--- src/rtl/pipe_pkg.sv ---
// -----------------------------------------------------------------------------
// pipe_pkg
//   Shared definitions for the five-stage pipeline front end.
//   - NOP_INST         : instruction word inserted into IF/ID on a bubble
//   - RESET_PC_DEFAULT : default program counter value after reset
//   - if_id_t          : contents of the IF/ID pipeline register
//   - npc_sel_e        : next-PC source, listed from highest to lowest priority
//   - align_word()     : clears the byte-offset bits of a redirect target
// -----------------------------------------------------------------------------
package pipe_pkg;

  localparam logic [31:0] NOP_INST         = 32'h0000_0000;
  localparam logic [31:0] RESET_PC_DEFAULT = 32'h0000_0000;

  typedef struct packed {
    logic [31:0] pc;
    logic [31:0] pc4;
    logic [31:0] inst;
    logic        valid;
  } if_id_t;

  typedef enum logic [1:0] {
    SEL_BRANCH = 2'd0,
    SEL_STALL  = 2'd1,
    SEL_JUMP   = 2'd2,
    SEL_SEQ    = 2'd3
  } npc_sel_e;

  // Instruction fetches are word aligned; any low address bits of a target
  // are dropped rather than trapped.
  function automatic logic [31:0] align_word(input logic [31:0] addr);
    return {addr[31:2], 2'b00};
  endfunction

endpackage

--- src/rtl/if_id_reg.sv ---
// -----------------------------------------------------------------------------
// if_id_reg
//   IF/ID pipeline register. Holds one if_id_t record.
//   Ports:
//     clk       in   rising-edge clock
//     rst_n     in   asynchronous active-low reset, clears every field
//     load_i    in   capture d_i on the next edge
//     bubble_i  in   replace contents with an invalid nop (wins over load_i)
//     d_i       in   record to capture when loading
//     q_o       out  registered record
//   With neither load_i nor bubble_i asserted the contents are held.
// -----------------------------------------------------------------------------
module if_id_reg
  import pipe_pkg::*;
(
  input  logic   clk,
  input  logic   rst_n,
  input  logic   load_i,
  input  logic   bubble_i,
  input  if_id_t d_i,
  output if_id_t q_o
);

  if_id_t q_d;
  if_id_t q_q;

  always_comb begin
    q_d = q_q;
    if (bubble_i) begin
      q_d.pc    = 32'h0;
      q_d.pc4   = 32'h0;
      q_d.inst  = NOP_INST;
      q_d.valid = 1'b0;
    end else if (load_i) begin
      q_d = d_i;
    end
  end

  always_ff @(posedge clk or negedge rst_n) begin
    if (!rst_n) begin
      q_q <= '0;
    end else begin
      q_q <= q_d;
    end
  end

  assign q_o = q_q;

endmodule

--- src/rtl/fetch_stage.sv ---
// -----------------------------------------------------------------------------
// fetch_stage
//   IF stage: owns the program counter, presents it to a zero-latency
//   instruction memory and captures the returned word into IF/ID together
//   with its PC and PC+4. No branch delay slot: any redirect squashes the
//   word fetched in the same cycle.
//   Parameters:
//     RESET_PC  PC loaded on reset
//     IMEM_AW   word-index width of the instruction memory (the memory itself
//               decodes imem_addr_o[IMEM_AW+1:2]; this block never range-checks)
//   Ports:
//     clk, rst_n                       clock, async active-low reset
//     stall_i                          hold PC and IF/ID
//     ex_br_taken_i, ex_br_target_i    taken branch from EX (highest priority)
//     id_jump_i, id_jump_target_i      jump from ID (ignored while stalled)
//     imem_addr_o                      byte address = pc (combinational)
//     imem_inst_i                      instruction for imem_addr_o, same cycle
//     if_id_pc_o, if_id_pc4_o          PC / PC+4 of the IF/ID instruction
//     if_id_inst_o, if_id_valid_o      IF/ID instruction and valid flag
// -----------------------------------------------------------------------------
module fetch_stage
  import pipe_pkg::*;
#(
  parameter logic [31:0] RESET_PC = RESET_PC_DEFAULT,
  parameter int          IMEM_AW  = 8
) (
  input  logic        clk,
  input  logic        rst_n,
  input  logic        stall_i,
  input  logic        ex_br_taken_i,
  input  logic [31:0] ex_br_target_i,
  input  logic        id_jump_i,
  input  logic [31:0] id_jump_target_i,
  output logic [31:0] imem_addr_o,
  input  logic [31:0] imem_inst_i,
  output logic [31:0] if_id_pc_o,
  output logic [31:0] if_id_pc4_o,
  output logic [31:0] if_id_inst_o,
  output logic        if_id_valid_o
);

  logic [31:0] pc_d;
  logic [31:0] pc_q;
  logic [31:0] pc_plus4;
  npc_sel_e    npc_sel;
  logic        if_id_load;
  logic        if_id_bubble;
  if_id_t      if_id_d;
  if_id_t      if_id_q;

  // A taken branch outranks the stall: the stalled ID instruction is younger
  // than the branch and is being discarded anyway. The jump sits below the
  // stall because the hazard unit re-presents it once the stall clears.
  always_comb begin
    npc_sel = SEL_SEQ;
    if (ex_br_taken_i) begin
      npc_sel = SEL_BRANCH;
    end else if (stall_i) begin
      npc_sel = SEL_STALL;
    end else if (id_jump_i) begin
      npc_sel = SEL_JUMP;
    end
  end

  // 32-bit add wraps naturally from 32'hFFFF_FFFC to 0.
  assign pc_plus4 = pc_q + 32'd4;

  always_comb begin
    pc_d = pc_plus4;
    unique case (npc_sel)
      SEL_BRANCH: pc_d = align_word(ex_br_target_i);
      SEL_STALL:  pc_d = pc_q;
      SEL_JUMP:   pc_d = align_word(id_jump_target_i);
      SEL_SEQ:    pc_d = pc_plus4;
    endcase
  end

  always_ff @(posedge clk or negedge rst_n) begin
    if (!rst_n) begin
      pc_q <= RESET_PC;
    end else begin
      pc_q <= pc_d;
    end
  end

  assign imem_addr_o = pc_q;

  // IF/ID follows the same selection: redirect -> bubble, stall -> hold,
  // sequential -> capture the word fetched at pc.
  always_comb begin
    if_id_d.pc    = pc_q;
    if_id_d.pc4   = pc_plus4;
    if_id_d.inst  = imem_inst_i;
    if_id_d.valid = 1'b1;
  end

  assign if_id_load   = (npc_sel == SEL_SEQ);
  assign if_id_bubble = (npc_sel == SEL_BRANCH) || (npc_sel == SEL_JUMP);

  if_id_reg u_if_id_reg (
    .clk      (clk),
    .rst_n    (rst_n),
    .load_i   (if_id_load),
    .bubble_i (if_id_bubble),
    .d_i      (if_id_d),
    .q_o      (if_id_q)
  );

  assign if_id_pc_o    = if_id_q.pc;
  assign if_id_pc4_o   = if_id_q.pc4;
  assign if_id_inst_o  = if_id_q.inst;
  assign if_id_valid_o = if_id_q.valid;

endmodule

--- config.mk ---
export PLATFORM = sky130hd
export DESIGN_NAME = fetch_stage
export DESIGN_NICKNAME = d
export VERILOG_FILES = /design/src/rtl/pipe_pkg.sv /design/src/rtl/if_id_reg.sv /design/src/rtl/fetch_stage.sv
export SDC_FILE = /design/constraint.sdc
export NUM_CORES = 1
export LEC_CHECK = 0
export ABC_AREA = 1
export BUFFER_PORTS_ARGS = -buffer_cell sky130_fd_sc_hd__buf_2
export CAP_MARGIN = 20
export CORE_MARGIN = 2
export CORE_UTILIZATION = 45
export CTS_CLUSTER_SIZE = 14
export DETAILED_ROUTE_END_ITERATION = 6
export GPL_ROUTABILITY_DRIVEN = 0
export HOLD_SLACK_MARGIN = 0.08
export PLACE_DENSITY = 0.85
export RECOVER_POWER = 100
export SYNTH_ARGS = -nofsm -noshare
export SYNTH_HDL_FRONTEND = slang
export SYNTH_SLANG_ARGS = --single-unit
--- constraint.sdc ---
create_clock -name clk -period 1.74 [get_ports clk]
set_input_delay 0 -clock clk [delete_from_list [all_inputs] [get_ports clk]]
set_output_delay 0 -clock clk [all_outputs]
set_load 0.05 [all_outputs]
==> impl_metrics.py, run 1 <==
metrics = {
    "routing": {
        "drc": 0,
        "wl_mm": 21.3,
        "via_per_inst": 5.37,
        "dr.pass1.iters": 5,
        "drtAntennaViolNets": 0,
        "vias": 6402,
        "wl_per_cell_um": 17.8,
        "first_iter_violations": 467,
    },
    "timing": {
        "finalHoldViolations": 0,
        "finalCriticalPeriod_ps": 1690,
        "timing.final.crit_share": 0.971,
        "worst_hold_slack_ps": 94.7,
        "setup_viol": 0,
        "tightest_slew_ps": 1120,
        "finalClockSkew_ps": 6.39,
        "timing.fmax_mhz": 592,
        "relSlewSlack": 0.256,
        "setup_slack_ps": 50.3,
        "drv_slew": 0,
    },
    "yosys": {
        "ys_ff_latch": 123,
        "syn_inst": 693,
        "synth_area_mm2": 0.00586,
        "async_flop_share": 1.00,
        "ys.flop_type": "dfrtp_1",
        "ys_warn_count": 0,
        "synth.distinct_cells": 31,
        "synth-edff-count": 0,
        "ys_seq_area_frac": 0.525,
        "syn_area_per_cell_um2": 8.46,
    },
    "setup_path": {
        "setup.worst_path.start_class": "primary input",
        "rr_startpoint": "imem_addr_o[6]",
        "r2r_end": "imem_addr_o[27]",
        "worstPathRequired_ps": 2100,
        "arrival_ps": 2050,
        "path_class": "in -> reg",
        "r2r_setup_slack_ps": 50,
        "critPathMaxFanout": 7,
        "r2r_cells": 8,
        "end_kind": "register",
    },
    "pwr": {
        "leakagePower_uw": 0.00472,
        "p_clk_frac": 0.438,
        "power_frac_comb": 0.210,
        "p_sw_uw": 2820,
        "p_seq_frac": 0.352,
        "p_per_area_mw_per_mm2": 1030,
        "power.share.switching": 0.309,
        "p_int_uw": 6320,
        "vdd_drop_max_uv": 646,
    },
    "clock_network": {
        "clkLatencyLatePin_ps": 420,
        "cts_sinks": 123,
        "clk_pin_slew_ps": 60,
        "clockBufferDepth": 2,
        "cts_setup_buffers": 0,
        "htreeDepth": 4,
        "cts_tree": "built",
        "cts_made_buffers": 17,
        "cts_root_buf": "clkbuf_16",
    },
    "placement": {
        "portBuffers": 219,
        "place_ws_ps": 35.2,
        "placed_cell_area_mm2": 0.00714,
        "hpwlAfterDp_mm": 12.6,
    },
    "min_path": {
        "hp-start": "ex_br_target_i[16]",
        "worst_hold_path_type": "in -> reg",
        "whs_path_depth": 5,
        "whs_endpoint": "imem_addr_o[16]",
    },
    "layout": {
        "area_delta_synth_final_pct": 51.0,
        "layout-drive-gt1-share": 0.304,
        "stdcell_area_mm2": 0.00885,
        "utilization": 0.698,
        "final_nets": 1110,
        "n_antenna_cell": 0,
    },
    "global_route": {
        "grt_max_degree": 124,
        "grtUsageTotal": 0.302,
        "grt_pass1_vias": 6476,
        "overflow": 0,
        "grt_first_pass_wirelength_mm": 33.0,
        "grt_antenna_before_repair": 0,
    },
    "outcome": {
        "status": "finished, final reports clean",
    },
    "die": {
        "io_pins": 230,
        "start_util": 0.463,
        "die_h_um": 118,
        "die_w_um": 118,
        "coreArea_mm2": 0.0127,
        "row_count": 41,
        "dieArea_mm2": 0.0140,
    },
    "flow_run": {
        "maxCapViolCount": 0,
    },
}
==> stage by stage <==
stage	total power, uW	instances	setup TNS [ps]
after floorplan	4360	698	0
after global placement	4880	1067	0
after detailed placement	4900	1067	0
after CTS	9050	1191	0
after global routing	9430	1193	-11.4
final	9140	1193	0
==> kinds of logic after synthesis <==
kind of cell    count (synthesis)  synth area share
buf+inv                        99            0.0798
compound gates                133             0.147
fa+ha+maj                       1           0.00213
simple gates                  333             0.240
xor+xnor                        3           0.00448
flops                         123             0.525
other cells                     1          0.000640
==> synthesized netlist by cell type (2+ instances only) <==
cell	number	area, um^2
and2_1	2	12.5
nand3_2	12	120
nor2_2	4	25.0
nand3_1	29	145
buf_6	4	45.0
a21oi_1	19	95.1
a22oi_1	6	45.0
o21ai_0	44	220
o21ai_1	11	55.1
clkbuf_1	10	37.5
a31oi_1	6	37.5
buf_4	11	82.6
inv_1	61	229
buf_2	11	55.1
nor2_1	55	206
xor2_1	3	26.3
dfrtp_1	123	3080
a22o_1	35	307
nand2_1	226	848
a21oi_2	10	87.6
==> cell type report <==
cell class / instances / area (um^2)
timing repair buffer: 328 / 2250
fill: 921 / 3820
multi-input combinational: 476 / 2400
sequential: 123 / 3080
clock buffer: 22 / 484
inverter: 62 / 234
clock inverter: 10 / 186
tap: 172 / 215
==> worst max path at each step <==
stage               slack (ps)      startpoint              end
CTS                         10  imem_addr_o[2]  imem_addr_o[28]
floorplan                   40  imem_addr_o[4]  imem_addr_o[26]
global route               -10  imem_addr_o[7]  imem_addr_o[29]
global placement           100  imem_addr_o[2]  imem_addr_o[28]
finish                      50       id_jump_i  imem_addr_o[19]
detailed placement          40  imem_addr_o[2]  imem_addr_o[22]
==> per-layer routing <==
metal,GRT usage,wire length (um),vias to the layer above
met3,0.103,2110,106
met5,0,0,-
met2,0.481,10000,430
met4,0.187,1270,0
met1,0.349,7830,2995
li1,-,-,2871
==> worst max-delay path, cell delays in order <==
cell           delay [ps]
dlygate4sd3_1         560
buf_6                 130
inv_1                  60
nor2_4                180
clkbuf_16             210
nand2_1                50
nand2_1                50
dlygate4sd3_1         600
inv_1                  70
a21oi_2               120
==> timing repair <==
| item | 4_1_cts | 5_1_grt |
|---|---|---|
| gates resized for setup | 1 | 20 |
| pin swaps | 0 | 2 |
| setup endpoints to repair | 1 | 42 |
| hold buffers | 92 | 0 |
| cloned | 0 | 2 |
| endpoints found under the hold margin | 186 | 0 |
==> registers in the layout, indices dropped and copies added, names as in the netlist <==
signal           flops
u_if_id_reg.q_o     93
imem_addr_o         30
==> power by group through the flow <==
stage                     Clock [uW]  Combinational, uW  Sequential [uW]
after detailed placement           0               1650             3250
after CTS                       4010               1840             3210
after global routing            4160               2030             3240
final                           4000               1920             3220
after floorplan                    0                509             3850
after global placement             0               1640             3250
==> placed cells by master (no fill, tap or decap), drive strengths merged <==
cell	n
nand3b	1
ha	1
or2	1
bufinv	5
a22oi	6
nand2	227
a32oi	1
dlygate4sd3	92
nor2	61
and2	2
clkinv	3
a21oi	29
dfrtp	123
o211ai	1
xor2	3
inv	61
conb	6
a31oi	6
nand3	41
clkinvlp	3
a22o	35
o21ai	55
buf	233
clkbuf	25
(Power assumes the default switching activity.)
==> run 2, diff against run 1 <==
--- a/config.mk
+++ b/config.mk
@@ -14,6 +14,7 @@
 export DETAILED_ROUTE_END_ITERATION = 6
 export GPL_ROUTABILITY_DRIVEN = 0
 export HOLD_SLACK_MARGIN = 0.08
+export MAX_ROUTING_LAYER = met4
 export PLACE_DENSITY = 0.85
 export RECOVER_POWER = 100
 export SYNTH_ARGS = -nofsm -noshare
==> run 2 against run 1 <==
Flip-flop and latch count unchanged. Register-to-register slack about the same. Clock skew about the same. Design area did not move. Setup slack got worse by 2.8 ps. Worst hold slack improved by 9.9 ps. First-iteration DRC count decreased by 0.86%. Clock-buffer cell count stayed put. Sequential power about the same. Combinational power barely moved. Die area is the same. Critical path depth stayed put. Critical path type unchanged. Critical endpoint unchanged.
==> impl_metrics.py, run 2 (synthesis results as in run 1) <==
metrics = {
    "timing": {
        "setup_viol": 0,
        "drv_slew": 0,
        "tightest_slew_ps": 1110,
        "relSlewSlack": 0.262,
        "finalHoldViolations": 0,
        "setup_slack_ps": 47.5,
        "worst_hold_slack_ps": 105,
        "finalSetupTns_ps": 0,
        "timing.fmax_mhz": 591,
        "finalCriticalPeriod_ps": 1690,
        "timing.final.crit_share": 0.973,
        "finalClockSkew_ps": 6.44,
    },
    "routing": {
        "via_per_inst": 5.36,
        "dr.pass1.iters": 5,
        "drtAntennaViolNets": 0,
        "drc": 0,
        "wl_mm": 21.3,
        "vias": 6389,
        "first_iter_violations": 463,
        "wl_per_cell_um": 17.9,
    },
    "outcome": {
        "status": "finished, final reports clean",
    },
    "clock_network": {
        "htreeDepth": 4,
        "clockBufferDepth": 2,
        "clk_pin_slew_ps": 60,
        "cts_tree": "built",
        "cts_sinks": 123,
        "cts_root_buf": "clkbuf_16",
        "cts_made_buffers": 17,
        "clkLatencyLatePin_ps": 420,
    },
    "pwr": {
        "leakagePower_uw": 0.00472,
        "p_per_area_mw_per_mm2": 1030,
        "vdd_drop_max_uv": 647,
        "finalPower_uw": 9130,
    },
    "global_route": {
        "grt_pass1_vias": 6518,
        "grt_max_degree": 124,
        "grt_antenna_before_repair": 0,
        "overflow": 0,
        "grt_first_pass_wirelength_mm": 32.9,
        "grtUsageTotal": 0.310,
    },
    "setup_path": {
        "cp.depth": 10,
        "end_kind": "register",
        "critPathMaxFanout": 7,
        "setup.worst_path.start_class": "primary input",
        "path_class": "in -> reg",
        "cp_slowest_stage_delay_ps": 600,
        "arrival_ps": 2050,
        "crit_path_top_delay_cell": "dlygate4sd3_1",
        "worstPathRequired_ps": 2090,
        "cp_num_buf_inv": 6,
        "r2r_setup_slack_ps": 60,
        "crit_chain": "dlygate4sd3_1, buf_6, inv_1, nor2_4, clkbuf_16, nand2_1, nand2_1, dlygate4sd3_1, inv_1, a21oi_2",
        "crit_family": "buffers and inverters",
        "r2r_cells": 8,
    },
    "die": {
        "dieArea_mm2": 0.0140,
        "die_w_um": 118,
        "start_util": 0.463,
        "coreArea_mm2": 0.0127,
        "die_h_um": 118,
        "io_pins": 230,
        "row_count": 41,
    },
    "placement": {
        "hpwlAfterDp_mm": 12.6,
        "portBuffers": 219,
        "place_ws_ps": 35.2,
    },
    "layout": {
        "final_nets": 1110,
        "final_common_cell": "nand2_1",
        "largest_reg_flops": 93,
        "layout-drive-gt1-share": 0.304,
        "area_delta_synth_final_pct": 51.0,
        "fillerInstances": 921,
        "n_antenna_cell": 0,
        "layout_common_cells": "nand2_1, buf_2, dfrtp_1",
    },
    "flow_run": {
        "maxCapViolCount": 0,
    },
    "min_path": {
        "worst_hold_path_type": "in -> reg",
        "whs_path_depth": 5,
    },
}
run 2: worst reg2reg max path, stage by stage, from the launching register on:
cell and delay, ps:
dfrtp_1 440, nand2_1 140, nor2_1 250, nand2_1 200, inv_1 210, nand2_1 80, nand2_1 70, nand3_2 90
a21oi_2 120
run 2: metrics by stage:
stage,cell area (um^2),instances,utilization
CTS,8730,1191,0.689
finish,8850,1193,0.698
floorplan,5880,698,-
global route,8850,1193,0.698
global placement,7140,1067,0.563
detailed placement,7140,1067,0.563
run 2: cell type report:
cell class / instances / area [um^2] / area share
flip-flops and latches: 123 / 3080 / 0.348
inverters: 62 / 234 / 0.0264
clock inverters: 10 / 186 / 0.0211
multi-input cells: 476 / 2400 / 0.271
repair buffers: 328 / 2250 / 0.254
well taps: 172 / 215 / 0.0243
clock buffers: 22 / 484 / 0.0547
run 2: timing repair:
item,in CTS,in global routing
pin swaps,0,3
hold buffers,92,0
setup endpoints to repair,1,42
resized for setup,1,20
cloned,0,2
endpoints found under the hold margin,186,0
setup buffers,0,0
run 2: worst paths after layout:
kind                                             to                start
worst max-delay path                imem_addr_o[19]            id_jump_i
worst min-delay path                imem_addr_o[18]   ex_br_target_i[18]
worst max register to register      imem_addr_o[27]       imem_addr_o[6]
worst min register to register  u_if_id_reg.q_o[39]  u_if_id_reg.q_o[39]
max in group asynchronous            imem_addr_o[2]                rst_n
min in group asynchronous       u_if_id_reg.q_o[78]                rst_n
run 2: power by group:
part           internal [uW]  total, uW  switching (uW)
clock network           2690       4000            1300
logic                    586       1920            1330
registers               3040       3220             179
total                   6320       9130            2820
run 2: layer usage:
| layer | vias to the layer above | track usage | routed length (um) | share of wire |
|---|---|---|---|---|
| li1 | 2866 | - | - | - |
| met1 | 2992 | 0.355 | 8060 | 0.38 |
| met2 | 432 | 0.483 | 10200 | 0.48 |
| met3 | 99 | 0.0891 | 1890 | 0.089 |
| met4 | 0 | 0.188 | 1160 | 0.054 |
| met5 | - | - | 0 | 0 |
==> run 3, diff against run 2 <==
--- a/config.mk
+++ b/config.mk
@@ -8,7 +8,7 @@
 export ABC_AREA = 1
 export BUFFER_PORTS_ARGS = -buffer_cell sky130_fd_sc_hd__buf_2
 export CAP_MARGIN = 20
-export CORE_MARGIN = 2
+export CORE_MARGIN = 3
 export CORE_UTILIZATION = 45
 export CTS_CLUSTER_SIZE = 14
 export DETAILED_ROUTE_END_ITERATION = 6
@@ -17,6 +17,7 @@
 export MAX_ROUTING_LAYER = met4
 export PLACE_DENSITY = 0.85
 export RECOVER_POWER = 100
+export SETUP_SLACK_MARGIN = 0.15
 export SYNTH_ARGS = -nofsm -noshare
 export SYNTH_HDL_FRONTEND = slang
 export SYNTH_SLANG_ARGS = --single-unit
==> run 3 against run 2 <==
Clock power decreased by 9.3%. Critical endpoint is now imem_addr_o[14]. Total power decreased by 4.8%. Highest routed layer unchanged. Fmax increased by 5.0%. Via count decreased by 1.4%. Sequential power about the same. Register-to-register slack improved by 90 ps. Non-clock buffer count increased by 2. First-iteration DRC count increased by 12%. Critical path type unchanged. Combinational power decreased by 4%.
==> impl_metrics.py, run 3 (synthesis results as in run 1) <==
metrics = {
    "die": {
        "row_count": 41,
        "io_pins": 230,
        "dieArea_mm2": 0.0144,
        "coreArea_mm2": 0.0127,
        "die_w_um": 120,
        "start_util": 0.463,
        "die_h_um": 120,
    },
    "setup_path": {
        "critPathMaxFanout": 16,
        "end_kind": "register",
        "arrival_ps": 1940,
        "worstPathRequired_ps": 2060,
        "path_class": "in -> reg",
        "setup.worst_path.start_class": "primary input",
    },
    "placement": {
        "portBuffers": 219,
        "hpwlAfterDp_mm": 12.6,
    },
    "layout": {
        "final_nets": 1112,
        "area_delta_synth_final_pct": 46.6,
        "layout-drive-gt1-share": 0.193,
        "final_common_cell": "nand2_1",
        "largest_reg_flops": 93,
        "layout_common_cells": "nand2_1, clkbuf_1, dfrtp_1",
        "fillerInstances": 1023,
    },
    "global_route": {
        "grt_pass1_vias": 6329,
        "overflow": 0,
        "grt_antenna_before_repair": 3,
        "grt_max_degree": 124,
        "grtUsageTotal": 0.298,
        "grt_first_pass_wirelength_mm": 32.6,
    },
    "routing": {
        "dr.pass1.iters": 5,
        "drtAntennaViolNets": 0,
        "via_per_inst": 5.26,
        "first_iter_violations": 519,
        "wl_mm": 20.4,
        "vias": 6302,
        "drc": 0,
        "wl_per_cell_um": 17.0,
    },
    "timing": {
        "worst_hold_slack_ps": 166,
        "finalClockSkew_ps": 10.8,
        "setup_viol": 0,
        "relSlewSlack": 0.262,
        "tightest_slew_ps": 1110,
        "finalCriticalPeriod_ps": 1610,
        "timing.fmax_mhz": 620,
        "finalSetupTns_ps": 0,
        "timing.final.crit_share": 0.926,
        "finalHoldViolations": 0,
        "drv_slew": 0,
        "rsz0062_at_grt": "true",
    },
    "pwr": {
        "p_int_uw": 5860,
        "power_frac_comb": 0.212,
        "leakagePower_uw": 0.00419,
        "finalPower_uw": 8700,
        "vdd_drop_max_uv": 629,
        "p_seq_frac": 0.371,
        "power.share.switching": 0.326,
        "p_sw_uw": 2840,
        "p_clk_frac": 0.417,
        "p_per_area_mw_per_mm2": 1010,
    },
    "clock_network": {
        "clk_pin_slew_ps": 60,
        "htreeDepth": 4,
        "cts_root_buf": "clkbuf_16",
        "clkLatencyLatePin_ps": 420,
        "clockBufferDepth": 2,
        "cts_made_buffers": 17,
        "cts_sinks": 123,
        "cts_tree": "built",
    },
    "outcome": {
        "status": "finished, final reports clean",
    },
    "min_path": {
        "worst_hold_path_type": "in -> reg",
    },
    "flow_run": {
        "maxCapViolCount": 0,
    },
}
==> run 3: metal layers <==
layer,track usage,wire (um),vias to the layer above,part of all wire
met5,-,0,-,0
met4,0.145,807,0,0.040
met3,0.0787,1760,75,0.086
met2,0.455,9600,364,0.47
met1,0.370,8240,2987,0.40
li1,-,-,2876,-
==> run 3: final cells by class <==
type / instances / area, um^2 / share of cell area
sequential: 123 / 3090 / 0.360
multi-input combinational: 476 / 2400 / 0.280
timing repair buffer: 330 / 2030 / 0.236
clock buffer: 18 / 439 / 0.0511
inverter: 62 / 234 / 0.0272
tap: 172 / 215 / 0.0251
clock inverter: 14 / 171 / 0.0200
antenna: 3 / 7.51 / 0.000874
==> run 3: critical path: stages <==
cell and delay, ps:
clkbuf_1 180, or2_0 440, buf_4 310, o21ai_0 140, nand2_1 100, dlygate4sd3_1 560, inv_1 40, a22oi_1 160
==> run 3: metrics by stage <==
| stage | worst slack (ps) | instance area, um^2 | utilization | std cells |
|---|---|---|---|---|
| 3_3_place_gp | 126 | 7110 | 0.561 | 1065 |
| 2_1_floorplan | 135 | 5900 | - | 698 |
| 3_5_place_dp | 61.2 | 7110 | 0.561 | 1065 |
| 4_1_cts | 122 | 8690 | 0.686 | 1190 |
| 6_report | 128 | 8590 | 0.678 | 1198 |
| 5_1_grt | 38.1 | 8590 | 0.678 | 1198 |
==> run 3: path summary, 6_finish.rpt <==
| check | startpoint | endpoint | slack (ps) | cells after the start |
|---|---|---|---|---|
| max in group asynchronous | rst_n | imem_addr_o[9] | 510 | 3 |
| worst min register to register | u_if_id_reg.q_o[35] | u_if_id_reg.q_o[35] | 480 | 2 |
| worst min-delay path | stall_i | imem_addr_o[11] | 170 | 5 |
| worst max-delay path | ex_br_taken_i | imem_addr_o[14] | 130 | 8 |
| min in group asynchronous | rst_n | imem_addr_o[25] | 420 | 3 |
| worst max register to register | imem_addr_o[3] | imem_addr_o[24] | 150 | 9 |
==> run 3: repair_timing <==
| item | in CTS | in global routing |
|---|---|---|
| buffers inserted | 0 | 5 |
| cloned | 0 | 0 |
| hold buffers | 93 | 0 |
| gates resized for setup | 10 | 28 |
| endpoints found under the setup margin | 28 | 47 |
| pin swaps | 2 | 8 |
| hold endpoints to repair | 185 | 0 |
==> run 3: power by group through the flow <==
stage / Clock (uW) / Combinational, uW / Sequential, uW
finish: 3630 / 1840 / 3230
global route: 3810 / 1970 / 3250
CTS: 3650 / 1840 / 3210
detailed placement: 0 / 1640 / 3260
global placement: 0 / 1620 / 3250
floorplan: 0 / 513 / 3850
